### src/rtl/mips_pkg.sv
// Shared MIPS core definitions: divider FSM states and the divider latency
// used by the multi-cycle control unit for stall timing.
package mips_pkg;
  localparam int DIV_N       = 32;
  localparam int DIV_LATENCY = DIV_N + 2;

  typedef enum logic [1:0] {IDLE, ITER, FIX, DONE} div_state_t;
endpackage

### src/rtl/mips_divider_adder.sv
// Core ripple adder, instantiated N+1 wide by the divider as its trial subtractor.
module adder #(
  parameter int W = 33
) (
  input  logic [W-1:0] a_i,
  input  logic [W-1:0] b_i,
  input  logic         cin_i,
  output logic [W-1:0] sum_o,
  output logic         cout_o,
  output logic         zero_o,
  output logic         ovf_o,
  output logic         neg_o
);
  assign {cout_o, sum_o} = {1'b0, a_i} + {1'b0, b_i} + {{W{1'b0}}, cin_i};
  assign zero_o = (sum_o == '0);
  assign neg_o  = sum_o[W-1];
  assign ovf_o  = (a_i[W-1] == b_i[W-1]) && (sum_o[W-1] != a_i[W-1]);
endmodule

### src/rtl/mips_divider.sv
// Restoring DIV/DIVU unit, one quotient bit per cycle, fixed N+2 latency.
// MIPS_DIV_SIGNED_EN compiles in the signed (DIV) path; otherwise all divides are unsigned.
module mips_divider
  import mips_pkg::*;
#(
  parameter int N = DIV_N
) (
  input  logic         clk,
  input  logic         resetn,
  input  logic         start,
  input  logic         is_signed,
  input  logic [N-1:0] dividend,
  input  logic [N-1:0] divisor,
  output logic         busy,
  output logic         done,
  output logic [N-1:0] quotient,
  output logic [N-1:0] remainder,
  output logic         div_by_zero
);
  localparam int CW = $clog2(N);

  div_state_t    state_q;
  logic [CW-1:0] cnt_q;
  logic [N:0]    rem_q;
  logic [N-1:0]  quo_q, dsr_q, dvd_q;
  logic          sgn_q_q, sgn_r_q, dz_pend_q;
  logic          busy_q, done_q, dz_q;
  logic [N-1:0]  quotient_q, remainder_q;

  logic [N:0]    rem_sh, trial;
  logic          no_borrow;
  logic          neg_a, neg_b;
  logic [N-1:0]  mag_a, mag_b, q_fix, r_fix;
  logic          unused_zero, unused_ovf, unused_neg, unused_rem_msb;

  // Trial subtract: rem - {0, divisor} as rem + ~{0, divisor} + 1; carry out = no borrow.
  assign rem_sh = {rem_q[N-1:0], quo_q[N-1]};
  assign unused_rem_msb = rem_q[N];

  adder #(.W(N+1)) u_sub (
    .a_i    (rem_sh),
    .b_i    (~{1'b0, dsr_q}),
    .cin_i  (1'b1),
    .sum_o  (trial),
    .cout_o (no_borrow),
    .zero_o (unused_zero),
    .ovf_o  (unused_ovf),
    .neg_o  (unused_neg)
  );

`ifdef MIPS_DIV_SIGNED_EN
  assign neg_a = is_signed & dividend[N-1];
  assign neg_b = is_signed & divisor[N-1];
  assign mag_a = neg_a ? -dividend : dividend;
  assign mag_b = neg_b ? -divisor  : divisor;
  assign q_fix = sgn_q_q ? -quo_q : quo_q;
  assign r_fix = sgn_r_q ? -rem_q[N-1:0] : rem_q[N-1:0];
`else
  logic unused_sign;
  assign unused_sign = is_signed ^ sgn_q_q ^ sgn_r_q;
  assign neg_a = 1'b0;
  assign neg_b = 1'b0;
  assign mag_a = dividend;
  assign mag_b = divisor;
  assign q_fix = quo_q;
  assign r_fix = rem_q[N-1:0];
`endif

  always_ff @(posedge clk) begin
    if (!resetn) begin
      state_q     <= IDLE;
      cnt_q       <= '0;
      busy_q      <= 1'b0;
      done_q      <= 1'b0;
      dz_q        <= 1'b0;
      quotient_q  <= '0;
      remainder_q <= '0;
    end else begin
      case (state_q)
        IDLE: begin
          done_q <= 1'b0;
          if (start) begin
            sgn_q_q   <= neg_a ^ neg_b;
            sgn_r_q   <= neg_a;
            rem_q     <= '0;
            quo_q     <= mag_a;
            dsr_q     <= mag_b;
            dvd_q     <= dividend;
            dz_pend_q <= (divisor == '0);
            cnt_q     <= '0;
            busy_q    <= 1'b1;
            state_q   <= ITER;
          end
        end
        ITER: begin
          rem_q <= no_borrow ? trial : rem_sh;
          quo_q <= {quo_q[N-2:0], no_borrow};
          cnt_q <= cnt_q + 1'b1;
          if (cnt_q == CW'(N-1)) state_q <= FIX;
        end
        // Zero divisor overrides whatever the datapath produced.
        FIX: begin
          quotient_q  <= dz_pend_q ? '1    : q_fix;
          remainder_q <= dz_pend_q ? dvd_q : r_fix;
          dz_q        <= dz_pend_q;
          done_q      <= 1'b1;
          state_q     <= DONE;
        end
        DONE: begin
          done_q  <= 1'b0;
          busy_q  <= 1'b0;
          state_q <= IDLE;
        end
        default: state_q <= IDLE;
      endcase
    end
  end

  assign busy        = busy_q;
  assign done        = done_q;
  assign quotient    = quotient_q;
  assign remainder   = remainder_q;
  assign div_by_zero = dz_q;
endmodule

### config.mk
export PLATFORM = sky130hd
export DESIGN_NAME = mips_divider
export DESIGN_NICKNAME = d
export VERILOG_FILES = /design/src/rtl/mips_pkg.sv /design/src/rtl/mips_divider_adder.sv /design/src/rtl/mips_divider.sv
export SDC_FILE = /design/constraint.sdc
export NUM_CORES = 1
export LEC_CHECK = 0
export CORE_MARGIN = 1.5
export CORE_UTILIZATION = 59
export DETAILED_ROUTE_END_ITERATION = 7
export PLACE_DENSITY = 0.85
export SLEW_MARGIN = 20
export SYNTH_ARGS = -nofsm -noshare
export SYNTH_HDL_FRONTEND = slang
export SYNTH_SLANG_ARGS = --single-unit
export TNS_END_PERCENT = 5
### constraint.sdc
create_clock -name clk -period 7.1 [get_ports clk]
set_clock_uncertainty 0.2 [all_clocks]
set_input_delay 1.065 -clock clk [delete_from_list [all_inputs] [get_ports clk]]
set_output_delay 1.065 -clock clk [all_outputs]
set_load 0.1 [all_outputs]
==> results.md, run 1 <==
- Outcome: completed
- Worst hold margin: 0.282 ns
- Starting DRT DRC Count: approximately 540
- Post-route minimum period: 3.88 ns
- Family with the most delay on the worst path: adder cells
- Syn avg cell area: 11.8 um^2
- TritonCTS buffer count: 22
- Vias after detailed routing: 7211
- Design area: approximately 0.012 mm^2
- Reg2Reg Launch Point: state_q[1]
- # resized after CTS: 0
- Peak VDD IR: 0.000471 V
- CTS tree: built
- Post-synth EDFFs: roughly 130
- Synth-to-layout area growth: 22.0%
- Gate count after technology mapping: 826
- Clock sink count: 203
- WL final: 23.7 mm
- IO Pins: 135
- Req. time, crit path: roughly 7 ns
- Least-Margin Pin Slew: 1.10 ns
- Vias in the first global route: about 7100
- Synth Flop Type: edfxtp_1
- Hold-fix buffers, CTS: 0
- Hold Violations, Final: 0
- Crit-path max FO: 45
- Crit-path cells: inv_1 > ha_2 > o21ai_0 > nor2b_4 > buf_4
- Setup Buffers After CTS: 0
- Antenna Nets Post-Route: 0
- DRC: 0
- Mux cell area share after synthesis: about 7.4%
- Crit-path slowest cell: ha_2
- Crit Path Class: reg2reg
- Main combinational cell family by area after synthesis: compound AO/OA/AOI/OAI gates
- Reg clk slew, reported paths: 0.06 ns
- Largest net degree at the start of global routing: 100
- Clock Path Buffers: 3
- Htree depth: 1
- Adder-cell share of the synthesized area: under 10%
- Post-layout net count: 1045
- Die W: 132 um
- CP endpoint kind: register
- WP depth: 5
- Post-DP Area: between 0.01 and 0.015 mm^2
- Initial antenna violation count: 0
- TNS Setup: 0 ns
- Core footprint: 0.0161 mm^2
- Register area share after synthesis: 54.8%
- Most frequent cells in the layout: clkdlybuf4s50_1 (132), edfxtp_1 (129), dfxtp_1 (74), nand2_1 (57), a21oi_1 (52)
- Layout cell share with drive strength beyond 1: between 10% and 20%
- Number of synthesis warnings: 0
- Period Utilization, post-route: 54.6%
- Fin. max-slew vios: 0
- Worst Path Arrival: 3.81 ns
- Reg2reg end: rem_q[3]
- GR Overflow Total: 0
- Worst slew margin: between 20% and 30%
- Root buf cell: clkbuf_16
- FF+latch count, synth: between 200 and 250
- HPWL after DPL: 15.8 mm
- Ant diodes: 0
- Hold worst-path end: remainder[17]
- Vias per cell: 6.17
- Setup WS pre-CTS: 3.01 ns
- Die area: 0.0173 mm^2
- Hold_sp: remainder[17]
- Total leakage power: 4.67 nW
- # rows: 46
- Asr flop ratio synth: 0%
- WP buf/inv: 2
- TritonRoute pass-1 iters: 6
- IO buf count: 133
- Final setup vio count: 0
- Final WS setup: 3.22 ns
- Worst hold path stage count: 1
- Clk_lat worst skew: 0.50 ns
- FMAX: around 260 MHz
- WL/cell: between 20 and 25 um
- CP startpoint kind: register
- Starting Density: roughly three fifths
- Synth cell types: 59
- Final Util: 74.2%
- Simple-gate share of the synthesized area: 8.68%
- R2R cell count: 5
- Compound-Gate Fraction of Synth Area: approximately 18%
- Hold crit path type: reg2reg
- Synthesized cell area: between 0.009 and 0.01 mm^2
- Routability cong.: 0.877
- Die height: 132 um
- Pwr/cell area: 513 mW/mm^2
- Slowest Stage Delay on Critical Path: ~0.9 ns
- GRT Overall Usage: 27.3%
- Syn_nets: 934
- Global-route wire length before repair: 37.9 mm
- RSZ-0062 raised after global routing: no
- Commonest non-fill, non-tap cell in the layout: clkdlybuf4s50_1
- Post-Synth XOR/XNOR Area: 2.15%
- Number of max-cap violations: 0
- R2r setup slk: 3.22 ns
==> cell type report <==
| cell class | instances | area, um^2 |
|---|---|---|
| Sequential cell | 203 | 5360 |
| Fill cell | 1065 | 4140 |
| Multi-Input combinational cell | 528 | 4050 |
| Timing Repair Buffer | 139 | 1370 |
| Clock buffer | 31 | 637 |
| Tap cell | 216 | 270 |
| Inverter | 43 | 161 |
| Clock inverter | 9 | 72.6 |
==> sequential cells by signal, indices dropped and copies added, names as in the netlist <==
name and flops:
busy 1, rem_q 32, quotient 32, done 1, cnt_q 5, dz_pend_q 1, dsr_q 32, dvd_q 32
remainder 32, div_by_zero 1, q_fix 32, state_q 2
==> worst max path at each step <==
stage                from        to  slack (ns)
2_1_floorplan       start  q_fix[0]        2.05
3_3_place_gp        start  q_fix[6]        3.05
3_5_place_dp        start  rem_q[3]        3.01
4_1_cts        state_q[1]  q_fix[3]        3.22
5_1_grt        state_q[1]  q_fix[3]        2.95
6_report       state_q[1]  rem_q[3]        3.22
==> routing by layer <==
layer  wire length, um  global-route usage, %  vias to the layer above  share of wire (%)
li1                  -                      -                     3378                  -
met1              9700                   35.4                     3467                 41
met2             11900                   48.0                      321                 50
met3              1540                   4.09                       45                6.5
met4               518                   7.10                        0                2.2
met5                 0                      0                        -                  0
==> synthesized netlist by cell type (all sizes together) (31+ instances only) <==
cell / n / share of area [%]
edfxtp: 129 / 40
dfxtp: 74 / 15
nand2: 58 / 2.3
a21oi: 53 / 2.8
inv: 43 / 1.7
clkbuf: 40 / 1.5
ha: 39 / 5.0
mux2i: 37 / 3.8
o211a: 33 / 3.4
o21ai: 32 / 1.7
o221a: 32 / 3.7
mux2: 31 / 3.6
==> per-stage QoR <==
step,power [mW],std cells
floorplan,4.26,826
global placement,4.91,1129
detailed placement,4.97,1129
CTS,6.11,1169
global route,6.40,1169
finish,6.12,1169
==> where the power goes <==
part / internal [mW] / switching, mW / leakage [nW] / total [mW]
clock network: 0.664 / 0.458 / 0.357 / 1.12
logic: 0.938 / 2.13 / 2.50 / 3.07
registers: 1.69 / 0.237 / 1.81 / 1.93
==> cell families after synthesis <==
group | count (synthesis)
and+or+nand+nor | 172
muxes | 68
xor gates and xnor gates | 24
buffers and inverters | 95
DFF | 203
adders and majority gates | 40
AOI/OAI and AO/OA | 224
==> worst register-to-register path, delay by kind of cell (launching register included) <==
kind / cells / cell delay, ns
DFF: 1 / 0.36
AOI/OAI and AO/OA: 1 / 0.56
adders and majority gates: 1 / 0.90
and+or+nand+nor: 1 / 0.73
buffers and inverters: 2 / 0.73
No activity file was read; power rests on OpenSTA's default activity.
==> run 2: changes to the inputs <==
--- a/config.mk
+++ b/config.mk
@@ -6,9 +6,9 @@
 export NUM_CORES = 1
 export LEC_CHECK = 0
 export CORE_MARGIN = 1.5
-export CORE_UTILIZATION = 59
+export CORE_UTILIZATION = 50
 export DETAILED_ROUTE_END_ITERATION = 7
-export PLACE_DENSITY = 0.85
+export PLACE_DENSITY = 0.77
 export SLEW_MARGIN = 20
 export SYNTH_ARGS = -nofsm -noshare
 export SYNTH_HDL_FRONTEND = slang
==> constraint.sdc (replaced) <==
create_clock -name clk -period 3.4 [get_ports clk]
set_clock_uncertainty 0.2 [all_clocks]
set_input_delay 0.51 -clock clk [delete_from_list [all_inputs] [get_ports clk]]
set_output_delay 0.51 -clock clk [all_outputs]
set_load 0.1 [all_outputs]
==> run 2 against run 1 <==
Combinational power up 110%. Utilization down 10 points. Via count down 0.93%. Die area grew 18%. Maximum frequency grew 18%. Non-clock buffer count is 22 higher. Register-to-register slack worse by 3.1 ns. Global-route usage decreased by 4.1 points. Worst hold slack lost 0.14 ns. Sequential power rose by 110%. Final cell count up 5.6%. First-iteration DRC count is 9.0% lower. Highest routed layer unchanged.
==> results.md, run 2 (synthesis gave the netlist of run 1 again) <==
- Starting Density: 51.6% (was 60.9%)
- Commonest non-fill, non-tap cell in the layout: edfxtp_1 (was clkdlybuf4s50_1)
- RSZ-0062 raised after global routing: yes (was no)
- Hold Violations, Final: 0 (unchanged)
- Routability cong.: 0.920 (was 0.877)
- Period Utilization, post-route: 96.3% (was 54.6%)
- Post-route insts no fill: 1235 (was 1169)
- Sequential share of power: 30.6% (was 31.5%)
- Fillcell total: 1480 (was 1065)
- WL final: 23.4 mm (was 23.7 mm)
- Synth-to-layout area growth: 24.6% (was 22.0%)
- Pwr/cell area: 1080 mW/mm^2 (was 513 mW/mm^2)
- Vias per cell: 5.78 (was 6.17)
- Logic pwr share: 49.2% (was 50.1%)
- Layout cell share with drive strength beyond 1: 23.2% (was 12.9%)
- Global-route wire length before repair: 36.9 mm (was 37.9 mm)
- Post-route minimum period: 3.28 ns (was 3.88 ns)
- Seq. cell area: 0.00536 mm^2 (unchanged)
- Reg clk slew, reported paths: 0.06 ns (about the same)
- Design area: 0.0122 mm^2 (was 0.0119 mm^2)
- Crit-path max FO: 26 (was 45)
- Number of max-cap violations: 0 (unchanged)
- Antenna Nets Post-Route: 0 (unchanged)
- DP Cell Count: 1195 (was 1129)
- WL/cell: 19.0 um (was 20.2 um)
- TNS Setup: 0 ns (unchanged)
- Vias after detailed routing: 7144 (was 7211)
- # rows: 50 (was 46)
- Part of the power in the clock network: 20.1% (was 18.3%)
- Final setup vio count: 0 (unchanged)
- Req. time, crit path: 3.44 ns (was 7.03 ns)
- Die height: 143 um (was 132 um)
- Total leakage power: 4.97 nW (was 4.67 nW)
- Core footprint: 0.0190 mm^2 (was 0.0161 mm^2)
- Vias in the first global route: 6937 (was 7117)
- Largest net degree at the start of global routing: 55 (was 100)
- Worst Path Arrival: 3.32 ns (was 3.81 ns)
- Outcome: completed (unchanged)
- GR Overflow Total: 0 (unchanged)
- Starting DRT DRC Count: 495 (was 544)
- Post-DP Area: 0.0113 mm^2 (was 0.0112 mm^2)
- IO buf count: 133 (unchanged)
- FMAX: 305 MHz (was 258 MHz)
- CP startpoint kind: register (unchanged)
- Die W: 143 um (was 132 um)
- HPWL after DPL: 16.4 mm (was 15.8 mm)
- Crit Path Class: reg2reg (unchanged)
- Sw Share: 45.2% (was 46.2%)
- Clk_lat worst skew: 0.50 ns (about the same)
- TritonRoute pass-1 iters: 5 (was 6)
- GRT Overall Usage: 23.2% (was 27.3%)
- Internal Power: 7.20 mW (was 3.29 mW)
- TritonCTS buffer count: 22 (unchanged)
- Peak VDD IR: 0.000911 V (was 0.000471 V)
- Setup Buffers After CTS: 0 (unchanged)
- Hold crit path type: in2reg (was reg2reg)
- Post-layout net count: 1067 (was 1045)
- Htree depth: 1 (unchanged)
- CP endpoint kind: register (unchanged)
- Initial antenna violation count: 0 (unchanged)
- Most frequent cells in the layout: edfxtp_1 (129), buf_4 (92), dfxtp_1 (74), clkdlybuf4s50_1 (65), nand2_1 (57) (was clkdlybuf4s50_1 (132), edfxtp_1 (129), dfxtp_1 (74), nand2_1 (57), a21oi_1 (52))
- Ant diodes: 0 (unchanged)
- IO Pins: 135 (unchanged)
- Die area: 0.0204 mm^2 (was 0.0173 mm^2)
- Least-Margin Pin Slew: 1.06 ns (was 1.10 ns)
- Worst slew margin: 29.4% (was 26.3%)
- Root buf cell: clkbuf_16 (unchanged)
- Sw Pwr: 5.94 mW (was 2.82 mW)
- Clock Path Buffers: 3 (unchanged)
- Fin. max-slew vios: 0 (unchanged)
- Clock sink count: 203 (unchanged)
- CTS tree: built (unchanged)
- DRC: 0 (unchanged)
- Multi-input logic area: 0.00412 mm^2 (was 0.00405 mm^2)
==> run 2: changes by cell type in the layout (fill, tap and decap cells not counted), moves of 2 or more <==
cell	previous run	this run
buf_12	0	2
ha_1	37	33
clkbuf_8	1	3
bufinv_16	1	5
buf_4	6	92
clkbuf_1	6	2
ha_4	1	3
clkdlybuf4s50_1	132	65
ha_2	1	3
==> run 2: timing repair <==
action                                 4_1_cts  5_1_grt
setup endpoints to repair                    0       29
hold buffers                                 0        0
gates resized for setup                      0       13
endpoints found under the hold margin        0        0
==> run 2: per-layer routing <==
layer  up-vias  part of all wire (%)  track usage [%]
li1       3414                     -                -
met1      3428                    43             31.0
met2       258                    48             38.5
met3        44                   6.4             4.09
met4         0                   2.6             7.11
met5         -                     0                0
==> run 2: worst max-delay path, cell delays in order (launching register included) <==
cell and delay [ns]:
edfxtp_1 0.43, ha_1 0.40, a21oi_1 0.21, o21ai_1 0.10, a311o_1 0.36, a221o_1 0.41, o21ai_2 0.20, a21oi_1 0.12
buf_6 0.20, nor3_1 0.30, a211oi_2 0.08
==> run 2: worst paths after layout <==
| kind | from | end | slack [ns] | depth (start not counted) |
|---|---|---|---|---|
| worst min-delay path | resetn | remainder[15] | 0.14 | 2 |
| worst max register to register | rem_q[17] | rem_q[17] | 0.12 | 10 |
| worst min register to register | remainder[18] | remainder[18] | 0.28 | 1 |
| worst max-delay path | rem_q[17] | rem_q[17] | 0.12 | 10 |
==> run 2: stage by stage <==
| stage | hold slack, ns | setup slack [ns] | total power [mW] | util, % |
|---|---|---|---|---|
| 4_1_cts | 0.129 | 0.0556 | 13.1 | 63.9 |
| 3_5_place_dp | 0.269 | 0.0921 | 10.4 | 59.6 |
| 5_1_grt | 0.141 | 0.00358 | 13.8 | 64.2 |
| 2_1_floorplan | 0.282 | 0.344 | 8.89 | - |
| 3_3_place_gp | 0.264 | 0.113 | 10.4 | 59.6 |
| 6_report | 0.138 | 0.124 | 13.1 | 64.2 |
==> run 2: cell type report <==
type | instances | share of cell area [%]
well taps | 260 | 2.67
repair buffers | 161 | 11.5
clock buffers | 28 | 5.13
flip-flops and latches | 203 | 44.0
multi-input cells | 528 | 33.8
clock inverters | 12 | 1.56
inverters | 43 | 1.33
==> run 2: power groups by stage <==
stage               Clock (mW)  Combinational [mW]  Sequential, mW
detailed placement           0                6.38            4.06
global placement             0                6.30            4.06
CTS                       2.69                6.40            4.02
finish                    2.65                6.47            4.03
global route              2.78                6.90            4.09
floorplan                    0                2.84            6.05
